### config.mk
export PLATFORM = sky130hd
export DESIGN_NAME = fu_shift
export DESIGN_NICKNAME = d
export VERILOG_FILES = /design/src/rtl/fu_shift_pkg.sv /design/src/rtl/fu_shift_stage.sv /design/src/rtl/fu_shift.sv
export SDC_FILE = /design/constraint.sdc
export NUM_CORES = 1
export LEC_CHECK = 0
export BUFFER_PORTS_ARGS = -buffer_cell sky130_fd_sc_hd__buf_2
export CAP_MARGIN = 30
export CORE_UTILIZATION = 28
export CTS_BUF_LIST = sky130_fd_sc_hd__clkbuf_4 sky130_fd_sc_hd__clkbuf_8
export CTS_CLUSTER_DIAMETER = 200
export DETAILED_ROUTE_END_ITERATION = 10
export SLEW_MARGIN = 20
export SYNTH_ARGS = -nofsm -noshare
export SYNTH_HDL_FRONTEND = slang
export SYNTH_SLANG_ARGS = --single-unit
### constraint.sdc
create_clock -name clk -period 2.64 [get_ports clk]
set_input_delay 0.132 -clock clk [delete_from_list [all_inputs] [get_ports clk]]
set_output_delay 0.132 -clock clk [all_outputs]
set_load 0.03 [all_outputs]
### src/rtl/fu_shift_pkg.sv
// fu_shift_pkg: shared definitions for the shift/rotate functional unit.
//   OP_*          : 2-bit operation encodings carried on the op port
//   state_e       : control FSM state encoding (IDLE / BUSY / HOLD)
//   shamt_width() : number of shift-amount bits (= barrel stages) for a width
package fu_shift_pkg;

  localparam logic [1:0] OP_SLL = 2'b00;
  localparam logic [1:0] OP_SRL = 2'b01;
  localparam logic [1:0] OP_SRA = 2'b11;
  localparam logic [1:0] OP_ROR = 2'b10;

  typedef enum logic [1:0] {
    ST_IDLE = 2'd0,
    ST_BUSY = 2'd1,
    ST_HOLD = 2'd2
  } state_e;

  function automatic int shamt_width(input int data_width);
    return $clog2(data_width);
  endfunction

endpackage

### src/rtl/fu_shift_stage.sv
// fu_shift_stage: one combinational barrel stage. Shifts/rotates by
// 2**STAGE_INDEX when amt_bit_i is set, otherwise passes data through.
//   data_i    : value entering this stage
//   op_i      : operation (SLL / SRL / SRA / ROR)
//   amt_bit_i : shift-amount bit STAGE_INDEX
//   data_o    : value leaving this stage
module fu_shift_stage
  import fu_shift_pkg::*;
#(
  parameter int DATA_WIDTH  = 32,
  parameter int STAGE_INDEX = 0
) (
  input  logic [DATA_WIDTH-1:0] data_i,
  input  logic [1:0]            op_i,
  input  logic                  amt_bit_i,
  output logic [DATA_WIDTH-1:0] data_o
);

  localparam int SH = 1 << STAGE_INDEX;

  logic [DATA_WIDTH-1:0] shifted;

  always_comb begin
    shifted = data_i;
    case (op_i)
      OP_SLL:  shifted = data_i << SH;
      OP_SRL:  shifted = data_i >> SH;
      // The running value keeps the original sign bit in its MSB, so each
      // stage can replicate its own MSB and the composition stays correct.
      OP_SRA:  shifted = DATA_WIDTH'($signed(data_i) >>> SH);
      OP_ROR:  shifted = {data_i[SH-1:0], data_i[DATA_WIDTH-1:SH]};
      default: shifted = data_i;
    endcase
  end

  assign data_o = amt_bit_i ? shifted : data_i;

endmodule

### src/rtl/fu_shift.sv
// fu_shift: pipelined shift/rotate functional unit (SLL, SRL, SRA, ROR).
//   clk, rst_n        : clock, asynchronous active-low reset
//   ce                : dispatch strobe (accepted only when the unit can take work)
//   op                : operation select
//   executionTag_in   : tag of the dispatched instruction
//   data_0            : shift amount (low log2(DATA_WIDTH) bits used)
//   data_1            : value to shift
//   queued            : broadcast queue accepted the held result
//   idle              : unit can accept a dispatch this cycle
//   result            : registered result, held until the next done
//   done              : one-cycle pulse when result becomes valid
//   executionTag_out  : tag belonging to the held result
//
// Operands are registered on the accepting edge; the barrel stages are split
// into LATENCY groups with a register after each, the last group feeding the
// result register, so done rises LATENCY edges after the accepting edge.
module fu_shift
  import fu_shift_pkg::*;
#(
  parameter int DATA_WIDTH = 32,
  parameter int LATENCY    = 1,
  parameter int TAG_WIDTH  = 7
) (
  input  logic                  clk,
  input  logic                  rst_n,
  input  logic                  ce,
  input  logic [1:0]            op,
  input  logic [TAG_WIDTH-1:0]  executionTag_in,
  input  logic [DATA_WIDTH-1:0] data_0,
  input  logic [DATA_WIDTH-1:0] data_1,
  input  logic                  queued,
  output logic                  idle,
  output logic [DATA_WIDTH-1:0] result,
  output logic                  done,
  output logic [TAG_WIDTH-1:0]  executionTag_out
);

  localparam int SW  = shamt_width(DATA_WIDTH);
  localparam int PER = (SW + LATENCY - 1) / LATENCY;   // stages per cycle
  localparam int CW  = (LATENCY > 1) ? $clog2(LATENCY) : 1;
  localparam logic [CW-1:0] CNT_LAST = CW'(LATENCY - 1);

  state_e                             state_q;
  logic [CW-1:0]                      cnt_q;
  logic [LATENCY-1:0][DATA_WIDTH-1:0] pipe_data_q;
  logic [LATENCY-1:0][1:0]            pipe_op_q;
  logic [LATENCY-1:0][SW-1:0]         pipe_amt_q;
  logic [DATA_WIDTH-1:0]              result_q;
  logic                               done_q;
  logic [TAG_WIDTH-1:0]               tag_q;

  logic [DATA_WIDTH-1:0] stage_in  [SW];
  logic [DATA_WIDTH-1:0] stage_out [SW];
  logic [DATA_WIDTH-1:0] group_out [LATENCY];

  logic can_accept;
  logic accept;
  logic unused_bits;

  // A held result may be replaced in the same cycle the queue takes it.
  assign can_accept = (state_q == ST_IDLE) || ((state_q == ST_HOLD) && queued);
  assign accept     = ce && can_accept;
  assign idle       = can_accept && !ce;

  // Upper amount bits are discarded (mod DATA_WIDTH); some per-group op and
  // amount bits are never consumed by the stages of that group.
  assign unused_bits = ^{data_0[DATA_WIDTH-1:SW], pipe_op_q, pipe_amt_q};

  // Barrel stages: the first stage of each group reads that group's register,
  // the rest chain combinationally.
  for (genvar gi = 0; gi < SW; gi++) begin : g_stage
    localparam int GRP = gi / PER;
    if (gi % PER == 0) begin : g_head
      assign stage_in[gi] = pipe_data_q[GRP];
    end else begin : g_chain
      assign stage_in[gi] = stage_out[gi-1];
    end
    fu_shift_stage #(
      .DATA_WIDTH (DATA_WIDTH),
      .STAGE_INDEX(gi)
    ) u_stage (
      .data_i   (stage_in[gi]),
      .op_i     (pipe_op_q[GRP]),
      .amt_bit_i(pipe_amt_q[GRP][gi]),
      .data_o   (stage_out[gi])
    );
  end

  // Group outputs; a group left without stages simply forwards its register.
  for (genvar gi = 0; gi < LATENCY; gi++) begin : g_group
    localparam int FIRST  = gi * PER;
    localparam int LAST_S = (((gi + 1) * PER < SW) ? (gi + 1) * PER : SW) - 1;
    if (FIRST > LAST_S) begin : g_empty
      assign group_out[gi] = pipe_data_q[gi];
    end else begin : g_tail
      assign group_out[gi] = stage_out[LAST_S];
    end
  end

  always_ff @(posedge clk or negedge rst_n) begin
    if (!rst_n) begin
      state_q     <= ST_IDLE;
      cnt_q       <= '0;
      pipe_data_q <= '0;
      pipe_op_q   <= '0;
      pipe_amt_q  <= '0;
      result_q    <= '0;
      done_q      <= 1'b0;
      tag_q       <= '0;
    end else begin
      done_q <= 1'b0;

      if (state_q == ST_BUSY) begin
        for (int g = 1; g < LATENCY; g++) begin
          pipe_data_q[g] <= group_out[g-1];
          pipe_op_q[g]   <= pipe_op_q[g-1];
          pipe_amt_q[g]  <= pipe_amt_q[g-1];
        end
      end

      if (accept) begin
        pipe_data_q[0] <= data_1;
        pipe_op_q[0]   <= op;
        pipe_amt_q[0]  <= data_0[SW-1:0];
        tag_q          <= executionTag_in;
        cnt_q          <= '0;
        state_q        <= ST_BUSY;
      end else begin
        case (state_q)
          ST_BUSY: begin
            if (cnt_q == CNT_LAST) begin
              result_q <= group_out[LATENCY-1];
              done_q   <= 1'b1;
              state_q  <= ST_HOLD;
            end else begin
              cnt_q <= cnt_q + CW'(1);
            end
          end
          ST_HOLD: begin
            if (queued) begin
              state_q <= ST_IDLE;
            end
          end
          default: begin
          end
        endcase
      end
    end
  end

  assign result           = result_q;
  assign done             = done_q;
  assign executionTag_out = tag_q;

endmodule

==> results of run 1 <==
==> worst max path at each step <==
stage | to | slack (ns) | cells after the start
6_report | result[27]$_DFFE_PN0P_ | -0.12 | 10
5_1_grt | result[29]$_DFFE_PN0P_ | -0.27 | 11
4_1_cts | result[26]$_DFFE_PN0P_ | -0.05 | 9
3_5_place_dp | result[25]$_DFFE_PN0P_ | -0.49 | 10
3_3_place_gp | result[25]$_DFFE_PN0P_ | -0.44 | 10
2_1_floorplan | result[11]$_DFFE_PN0P_ | 0.22 | 9
==> placed cells by master (no fill, tap or decap), types with 7 or more instances in the layout <==
| master | n |
|---|---|
| buf_4 | 215 |
| buf_2 | 89 |
| dfrtp_1 | 77 |
| nor2_1 | 73 |
| nand2_1 | 64 |
| o21ai_0 | 49 |
| dlygate4sd3_1 | 44 |
| mux2_2 | 42 |
| a21oi_1 | 41 |
| o21ai_1 | 28 |
| nor3_1 | 25 |
| nand3_1 | 23 |
| o211ai_1 | 17 |
| or3b_4 | 16 |
| a31oi_1 | 15 |
| inv_1 | 12 |
| a21oi_2 | 12 |
| o22ai_1 | 11 |
| a311oi_2 | 11 |
| mux2i_1 | 10 |
| o31ai_1 | 10 |
| buf_12 | 10 |
| or3b_2 | 9 |
| o21ai_2 | 9 |
| a211oi_1 | 9 |
| clkbuf_8 | 9 |
| nand2b_1 | 7 |
| and3_1 | 7 |
| a311oi_4 | 7 |
| nor3_2 | 7 |
| a21oi_4 | 7 |
| nor4_1 | 7 |
| buf_6 | 7 |
==> registers in the layout, indices dropped and copies added (netlist names) <==
| register | cells |
|---|---|
| done | 1 |
| executionTag_out | 7 |
| pipe_amt_q | 5 |
| pipe_data_q | 32 |
| pipe_op_q | 2 |
| result | 32 |
| state_q | 2 |
==> routing by layer <==
| metal | global-route usage, % | up-vias | share of wire (%) |
|---|---|---|---|
| li1 | - | 3932 | - |
| met1 | 32.6 | 4203 | 42 |
| met2 | 39.4 | 473 | 46 |
| met3 | 4.55 | 78 | 8.3 |
| met4 | 9.05 | 2 | 3.5 |
| met5 | 1.19 | - | 0.12 |
==> metrics by stage <==
| step | worst slack [ns] | area [um2] | setup TNS [ns] | hold slack, ns | util, % |
|---|---|---|---|---|---|
| 2_1_floorplan | 0.222 | 6880 | 0 | -0.164 | - |
| 3_3_place_gp | -0.439 | 9130 | -3.77 | 0.154 | 38.4 |
| 3_5_place_dp | -0.492 | 9130 | -4.64 | 0.157 | 38.4 |
| 4_1_cts | -0.0534 | 10100 | -0.239 | 0.00195 | 42.6 |
| 5_1_grt | -0.267 | 10700 | -3.26 | 0.00101 | 45.2 |
| 6_report | -0.123 | 10700 | -0.715 | -0.0197 | 45.2 |
==> repair_timing <==
| item | CTS | global route |
|---|---|---|
| endpoints found under the setup margin | 31 | 32 |
| hold endpoints to repair | 79 | 0 |
| gates resized for setup | 76 | 118 |
| setup buffers | 4 | 11 |
| gates cloned | 0 | 3 |
| pin swaps | 19 | 31 |
| hold buffers | 44 | 0 |
==> worst register-to-register path, cell delays in order (launching register included) <==
cell and delay (ns):
dfrtp_2 0.50, buf_4 0.19, buf_4 0.14, or3b_4 0.40, a311oi_4 0.38, nor3_4 0.09
buf_4 0.16, o311a_1 0.29, a221oi_2 0.25, nand3_1 0.12, a31oi_1 0.16
==> layout make-up <==
| type | instances | area [um2] |
|---|---|---|
| Multi-Input combinational cell | 679 | 5190 |
| Clock buffer | 11 | 139 |
| Clock inverter | 5 | 57.6 |
| Timing Repair Buffer | 369 | 2870 |
| Sequential cell | 81 | 2030 |
| Tap cell | 319 | 399 |
| Fill cell | 2272 | 13000 |
| Inverter | 14 | 52.6 |
==> cell families (layout without fill, tap and decap cells) <==
family | count (synthesis) | in the layout | share of synthesized area (%)
buffers and inverters | 96 | 399 | 5.95
and+or+nand+nor | 281 | 281 | 20.8
DFF | 81 | 81 | 29.5
muxes | 56 | 56 | 9.46
AOI/OAI and AO/OA | 342 | 342 | 34.3
==> results.tsv, run 1 <==
stage	metric	value	unit
synth	synthArstFlopShare	100	%
sta	hold-worst-slack	-0.0197	ns
setup_path	startpoint	pipe_op_q[0]$_DFFE_PN0P_	
finish	num_antenna_cells	0	
placement	gp_congestion	1.01	
setup_path	critPathTopFamily	compound AO/OA/AOI/OAI gates	
setup_path	required	2.95	ns
finish	fin_nets	1231	
floorplan	fp.dieW	159	um
sta	min_period_over_period	105	%
synth	synth_ff_type	dfrtp_1	
setup_path	r2r_setup_slack	-0.12	ns
synth	synthDistinctLibCells	73	
sta	tightest_slew	0.655	ns
min_path	min_path_cells	3	
setup_path	rr_endpoint	result[27]$_DFFE_PN0P_	
floorplan	io_pins	118	
synth	synthCells	856	
synth	synthTopCellsByArea	dfrtp_1 (29%), mux2_2 (6.9%), o21ai_0 (6.0%)	
global_routing	gr-total-overflow	0	
finish	syn2layout_area_growth	56.1	%
synth	yosysTopAreaCell	dfrtp_1	
sta	rsz0062_at_grt	yes	
sta	skew	0.0178	ns
global_routing	grt_start_max_net_pins	50	
global_routing	antenna_found_initial	0	
setup_path	critPathMaxStageDelay	0.50	ns
clock_network	cts_tree	yes	
synth	yosysMostFrequentCell	o21ai_0	
route	wire_per_inst	21.7	um
synth	synth_top_area_share	29.5	%
route	drt-pass1-iter-count	6	
global_routing	track_usage	24.6	%
setup_path	cp_common_cell	buf_4	
min_path	min_path_type	input port to register	
clock_network	clkSlewWorstSetupHoldPaths	0.09	ns
route	vias	8688	
finish	fin_cells	1478	
floorplan	dieArea	0.0252	mm2
synth	yosysWarnings	0	
floorplan	core	0.0238	mm2
min_path	min-delay-start	data_1[19]	
sta	period_needed	2.76	ns
sta	slew_violations	0	
placement	port_buffers	90	
sta	fmax	362	MHz
global_routing	grt_first_pass_wirelength	48.1	mm
sta	slew_headroom	56.0	%
job	drv_cap	0	
setup_path	crit_chain	buf_4 -> buf_4 -> or3b_4 -> a311oi_4 -> nor3_4 -> buf_4 -> o311a_1 -> a221oi_2 -> nand3_1 -> a31oi_1	
placement	hpwlAfterDp	23.8	mm
synth	syn_area	0.00688	mm2
synth	ys_ff_latch	81	
setup_path	path_buf_inv	3	
setup_path	start_kind	register	
clock_network	clock_latency	0.39	ns
synth	synth-edff-count	0	
route	via_per_inst	5.88	
synth	synth.avg_cell_area	8.04	um2
setup_path	cp_slowest_cell	dfrtp_2	
clock_network	cts_root_buf	clkbuf_8	
synth	syn_nets	933	
outcome	status	complete, but fails checks	
setup_path	r2r_start	pipe_op_q[0]$_DFFE_PN0P_	
floorplan	start_util	29.0	%
setup_path	critPathMaxFanout	7	
sta	setup-violations-final	18	
route	drc	0	
setup_path	path_class	register to register	
finish	final_layout_size_suffix_gt1_share	45.6	%
setup_path	worstPathArrival	3.07	ns
clock_network	htree_levels	3	
floorplan	dieHeight	159	um
synth	synthTopCellsByCount	o21ai_0 (83), dfrtp_1 (81), nor2_1 (75), nand2_1 (64), a21oi_1 (60)	
floorplan	num_rows	56	
synth	synth-seq-area-share	29.5	%
clock_network	numCtsBuffers	9	
placement	numPlacedInstances	1400	
sta	finalWorstSetupSlack	-0.123	ns
route	routed_wirelength	32.1	mm
setup_path	endpoint_kind	register	
sta	hold_viol	1	
min_path	hold_end	pipe_data_q[19]$_DFFE_PN0P_	
route	drt_iter0_markers	1131	
global_routing	grt_pass1_vias	8121	
route	postRouteAntennaNets	0	
clock_network	clock-sinks	81	
setup_path	r2r_cells	10	
outcome	violations	hold timing, setup timing	
clock_network	clock_tree.buffer_depth	2	
Power of run 1 is left out: the tool's default activity adds up to more than one toggle a clock period on the data nets, which glitch-free logic cannot reach.
==> run 2: changes to the inputs <==
--- a/config.mk
+++ b/config.mk
@@ -5,6 +5,7 @@
 export SDC_FILE = /design/constraint.sdc
 export NUM_CORES = 1
 export LEC_CHECK = 0
+export ABC_AREA = 1
 export BUFFER_PORTS_ARGS = -buffer_cell sky130_fd_sc_hd__buf_2
 export CAP_MARGIN = 30
 export CORE_UTILIZATION = 28
==> results.tsv, run 2 <==
stage	metric	value	unit
global_routing	met3_usage	3.34	%
synth	synthArstFlopShare	100	%
clock_network	cts_setup_buffers	0	
sta	min_period_over_period	89.6	%
sta	hold_viol	0	
clock_network	numCtsBuffers	9	
job	drv_cap	0	
finish	syn2layout_area_growth	20.4	%
clock_network	cts_hold_buf	32	
floorplan	core	0.0218	mm2
synth	synthDistinctLibCells	28	
synth	synth_ff_type	dfrtp_1	
finish	mostFrequentLayoutCells	nand2_1 (358), nand3_1 (231), buf_2 (89)	
clock_network	htree_levels	3	
route	drc	0	
placement	port_buffers	90	
sta	slew_violations	0	
floorplan	dieHeight	151	um
synth	synth.avg_cell_area	6.17	um2
setup_path	required	2.92	ns
pwr	power	2220	uW
global_routing	track_usage	18.7	%
synth	ys_ff_latch	81	
sta	rsz0062_at_grt	no	
finish	final_layout_size_suffix_gt1_share	15.1	%
route	postRouteAntennaNets	0	
route	routed_wirelength	20.4	mm
setup_path	crit_chain	inv_1 -> nand2_4 -> buf_12 -> nor2_2 -> buf_4 -> nand3_1 -> nand3_1 -> nand2_1 -> nand3_1 -> nand2_1 -> nand3_1 -> a21oi_1 -> nand2_1 -> nand2_1	
setup_path	critPathMaxStageDelay	0.42	ns
global_routing	antenna_found_initial	0	
sta	slew_headroom	48.5	%
route	wire_per_inst	14.7	um
setup_path	cp_slowest_cell	dfrtp_1	
clock_network	clock_latency	0.39	ns
floorplan	num_rows	54	
finish	num_antenna_cells	0	
global_routing	gr-total-overflow	0	
route	drt_iter0_markers	594	
global_routing	grt_use_met1	24.2	%
setup_path	worstPathArrival	2.65	ns
clock_network	post_cts_resize_count	0	
sta	setup_tns	0	ns
floorplan	dieArea	0.0228	mm2
sta	period_needed	2.37	ns
synth	yosysMostFrequentCell	nand2_1	
min_path	min_path_cells	3	
synth	synthTopCellsByCount	nand2_1 (358), nand3_1 (232), dfrtp_1 (81), a21oi_1 (72), nor2_1 (61)	
sta	fmax	423	MHz
global_routing	grt_start_max_net_pins	66	
setup_path	start_kind	register	
synth	synth-edff-count	0	
global_routing	use_met2	31.2	%
clock_network	clock-sinks	81	
clock_network	cts_tree	yes	
floorplan	io_pins	118	
clock_network	clkSlewWorstSetupHoldPaths	0.10	ns
outcome	status	finished, final reports clean	
setup_path	r2r_cells	14	
sta	setup-violations-final	0	
pwr	peakVddDrop	0.250	mV
route	drt-pass1-iter-count	7	
finish	final_util	34.3	%
synth	yosysWarnings	0	
setup_path	endpoint_kind	register	
route	vias	7033	
placement	gp_congestion	0.915	
route	via_per_inst	5.06	
min_path	min_path_type	input port to register	
pwr	leakagePower	0.00387	uW
synth	syn_nets	1084	
finish	mostFrequentLayoutCell	nand2_1	
sta	tightest_slew	0.771	ns
clock_network	cts_root_buf	clkbuf_8	
floorplan	start_util	28.5	%
synth	synthCells	1007	
placement	place_area	0.00699	mm2
pwr	power_density	297	mW/mm2
global_routing	grt_pass1_vias	6586	
floorplan	fp.dieW	151	um
finish	fin_area	0.00749	mm2
synth	synth_top_area_share	32.6	%
clock_network	clock_tree.buffer_depth	2	
finish	fin_nets	1182	
synth	synth-seq-area-share	32.6	%
setup_path	path_class	register to register	
synth	syn_area	0.00622	mm2
synth	synthTopCellsByArea	dfrtp_1 (33%), nand2_1 (22%), nand3_1 (19%)	
global_routing	grt_first_pass_wirelength	33.4	mm
placement	hpwlAfterDp	15.1	mm
synth	yosysTopAreaCell	dfrtp_1	
sta	skew	0.0155	ns
global_routing	grt-busiest-layer	met2	
setup_path	critPathMaxFanout	27	
run 2: cell types whose count changed after synthesis, moves of 17 or more:
cell	previous run	this run
inv_1	12	53
nand3_1	26	232
clkbuf_1	56	23
a311oi_1	19	0
nand4_1	4	30
a31oi_1	18	1
or3b_2	22	0
mux2_2	42	8
nor3_1	33	0
nand2_1	64	358
o21ai_0	83	7
run 2: stage by stage:
step	instances	setup slack [ns]	hold WS, ns
final	1390	0.274	0.000244
after floorplan	1007	0.778	-0.164
after global placement	1342	0.316	0.207
after CTS	1390	0.280	0.000310
after detailed placement	1342	0.307	0.208
after global routing	1390	0.0226	0.00723
run 2: cells by family (layout without fill, tap and decap cells):
| kind of cell | Yosys count | count (layout) | share of synthesized area (%) |
|---|---|---|---|
| buffers and inverters | 123 | 226 | 8.73 |
| and+or+nand+nor | 700 | 700 | 49.4 |
| DFF | 81 | 81 | 32.6 |
| muxes | 8 | 8 | 1.45 |
| AOI/OAI and AO/OA | 95 | 95 | 7.79 |
run 2: path summary, 6_finish.rpt:
path                                          start                          to  slack, ns
hold / removal                            data_1[9]  pipe_data_q[9]$_DFFE_PN0P_     0.0002
setup / recovery           pipe_op_q[1]$_DFFE_PN0P_      result[26]$_DFFE_PN0P_       0.27
min in group asynchronous                     rst_n   pipe_amt_q[2]$_DFFE_PN0P_       0.31
setup reg to reg           pipe_op_q[1]$_DFFE_PN0P_      result[26]$_DFFE_PN0P_       0.27
hold reg to reg              result[30]$_DFFE_PN0P_      result[30]$_DFFE_PN0P_       0.48
max in group asynchronous                     rst_n      result[30]$_DFFE_PN0P_       1.61
run 2: cell type report:
type / instances / area, um2
repair buffers: 153 / 1060
inverters: 57 / 214
clock buffers: 9 / 124
fillers: 2471 / 14300
clock inverters: 7 / 53.8
multi-input cells: 803 / 3660
flip-flops and latches: 81 / 2030
well taps: 280 / 350
run 2: critical path, delay by kind of cell, from the launching register on:
family / cells / cell delay [ns]
and+or+nand+nor: 10 / 1.18
DFF: 1 / 0.42
AOI/OAI and AO/OA: 1 / 0.08
buffers and inverters: 3 / 0.56
run 2: layer usage:
layer | routed length [um] | share of wire [%] | up-vias
li1 | - | - | 3520
met3 | 1220 | 6.0 | 29
met1 | 9010 | 44 | 3262
met2 | 9670 | 47 | 222
met5 | 0 | 0 | -
met4 | 508 | 2.5 | 0
run 2: power by group:
part / leakage (uW) / total (uW) / internal [uW] / switching (uW)
Combinational: 0.00287 / 102 / 59.1 / 42.5
Clock: 0.0000822 / 881 / 348 / 533
Sequential: 0.000923 / 1240 / 1240 / 0
Total: 0.00387 / 2220 / 1650 / 576
Power figures use the tool's default switching activity.
==> run 3: changes to the inputs <==
--- a/config.mk
+++ b/config.mk
@@ -8,10 +8,11 @@
 export ABC_AREA = 1
 export BUFFER_PORTS_ARGS = -buffer_cell sky130_fd_sc_hd__buf_2
 export CAP_MARGIN = 30
-export CORE_UTILIZATION = 28
+export CORE_UTILIZATION = 58
 export CTS_BUF_LIST = sky130_fd_sc_hd__clkbuf_4 sky130_fd_sc_hd__clkbuf_8
 export CTS_CLUSTER_DIAMETER = 200
 export DETAILED_ROUTE_END_ITERATION = 10
+export PLACE_DENSITY = 0.83
 export SLEW_MARGIN = 20
 export SYNTH_ARGS = -nofsm -noshare
 export SYNTH_HDL_FRONTEND = slang
==> results.tsv, run 3 (synthesized netlist as in run 2, its figures left out) <==
stage	metric	value	unit
finish	mostFrequentLayoutCell	nand2_1	
clock_network	clock_tree.buffer_depth	2	
clock_network	clock-sinks	81	
finish	fillCellCount	964	
route	drc	0	
floorplan	start_util	60.0	%
route	top_layer	met4	
sta	rsz0062_at_grt	no	
sta	tightest_slew	0.858	ns
route	wire_per_inst	14.9	um
sta	slew_violations	0	
global_routing	grt_first_pass_wirelength	30.8	mm
route	routed_wirelength	18.3	mm
clock_network	clock_latency	0.38	ns
global_routing	gr-total-overflow	0	
floorplan	fp.dieW	106	um
floorplan	core	0.0104	mm2
pwr	power_density	319	mW/mm2
pwr	power_frac_clock	42.1	%
finish	mostFrequentLayoutCells	nand2_1 (358), nand3_1 (231), buf_2 (89)	
route	via_per_inst	5.77	
placement	port_buffers	90	
clock_network	cts_root_buf	clkbuf_8	
setup_path	endpoint_kind	register	
finish	seq_area	0.00203	mm2
min_path	min_path_type	input port to register	
route	wl_met3	1.56	mm
sta	hold-worst-slack	0.00708	ns
sta	skew	0.0142	ns
pwr	p_int	1760	uW
route	wl_met2	8.41	mm
floorplan	num_rows	37	
setup_path	path_class	register to register	
floorplan	dieHeight	106	um
clock_network	cts_hold_buf	21	
sta	min_period_over_period	88.9	%
finish	num_antenna_cells	0	
route	drt-pass1-iter-count	5	
sta	hold_viol	0	
global_routing	antenna_found_initial	0	
finish	syn2layout_area_growth	15.4	%
route	drt_iter0_markers	662	
setup_path	critPathMaxFanout	15	
placement	gp_congestion	0.986	
pwr	combPwrFrac	3.7	%
route	postRouteAntennaNets	0	
sta	slew_headroom	42.8	%
clock_network	post_cts_resize_count	0	
route	vias	7106	
finish	fin_nets	1168	
global_routing	grt_pass1_vias	6562	
finish	fin_area	0.00717	mm2
route	wl_met1	7.77	mm
sta	setup-violations-final	0	
floorplan	io_pins	118	
setup_path	required	2.90	ns
clock_network	clkSlewWorstSetupHoldPaths	0.09	ns
floorplan	dieArea	0.0111	mm2
setup_path	start_kind	register	
sta	setup_tns	0	ns
pwr	peakVddDrop	0.448	mV
setup_path	worstPathArrival	2.61	ns
clock_network	numCtsBuffers	9	
finish	final_layout_size_suffix_gt1_share	15.0	%
pwr	power.share.switching	22.9	%
clock_network	cts_setup_buffers	0	
job	drv_cap	0	
sta	fmax	426	MHz
sta	finalWorstSetupSlack	0.294	ns
pwr	power_frac_seq	54.2	%
finish	multiInputGateArea	0.00365	mm2
clock_network	cts_tree	yes	
sta	period_needed	2.35	ns
placement	dp_slack	0.401	ns
placement	hpwlAfterDp	13.2	mm
pwr	switching_power	523	uW
clock_network	htree_levels	3	
global_routing	grt_start_max_net_pins	82	
placement	place_area	0.00675	mm2
pwr	leakagePower	0.00382	uW
outcome	status	finished, final reports clean	
global_routing	track_usage	34.6	%
## run 3: per-layer routing
layer	track usage, %	vias up
li1	-	3498
met1	45.3	3232
met2	56.8	330
met3	6.12	46
met4	14.2	0
met5	0	-
## run 3: power by group through the flow
| stage | sequential (uW) | clock, uW | combinational [uW] |
|---|---|---|---|
| floorplan | 1260 | 0 | 1.29 |
| global placement | 1260 | 0 | 58.9 |
| detailed placement | 1260 | 0 | 60.1 |
| CTS | 1240 | 976 | 84.0 |
| global route | 1240 | 1030 | 94.4 |
| finish | 1240 | 964 | 84.5 |
## run 3: metrics by stage
stage | std cells | utilization (%) | total power (uW)
CTS | 1232 | 69.1 | 2300
floorplan | 1007 | - | 1270
detailed placement | 1195 | 65.1 | 1320
global placement | 1195 | 65.1 | 1320
global route | 1232 | 69.2 | 2360
finish | 1232 | 69.2 | 2290
## run 3: path summary, 6_finish.rpt
check                                         start  slack (ns)                          end  depth (start not counted)
max                        pipe_op_q[1]$_DFFE_PN0P_        0.29       result[26]$_DFFE_PN0P_                         13
min                                      data_1[20]       0.007  pipe_data_q[20]$_DFFE_PN0P_                          3
max reg2reg                pipe_op_q[1]$_DFFE_PN0P_        0.29       result[26]$_DFFE_PN0P_                         13
min reg2reg                   result[1]$_DFFE_PN0P_        0.48        result[1]$_DFFE_PN0P_                          2
max in group asynchronous                     rst_n        1.79    pipe_amt_q[0]$_DFFE_PN0P_                          2
min in group asynchronous                     rst_n        0.33   pipe_data_q[7]$_DFFE_PN0P_                          2
## run 3: area by class of cell
cell class              count  area share, %
clock buffers              11           2.02
clock inverters             5          0.872
inverters                  57           2.98
multi-input cells         803           50.9
flip-flops and latches     81           28.3
well taps                 136           2.37
repair buffers            139           12.6
## run 3: worst max-delay path, cell delays in order, from the launching register on
cell	delay, ns
dfrtp_1	0.42
inv_1	0.17
nand2_4	0.08
nor2_2	0.27
buf_4	0.27
nand3_1	0.15
nand3_1	0.22
nand2_1	0.08
nand3_1	0.14
nand2_1	0.07
nand3_1	0.14
a21oi_1	0.08
nand2_1	0.09
nand2_1	0.05
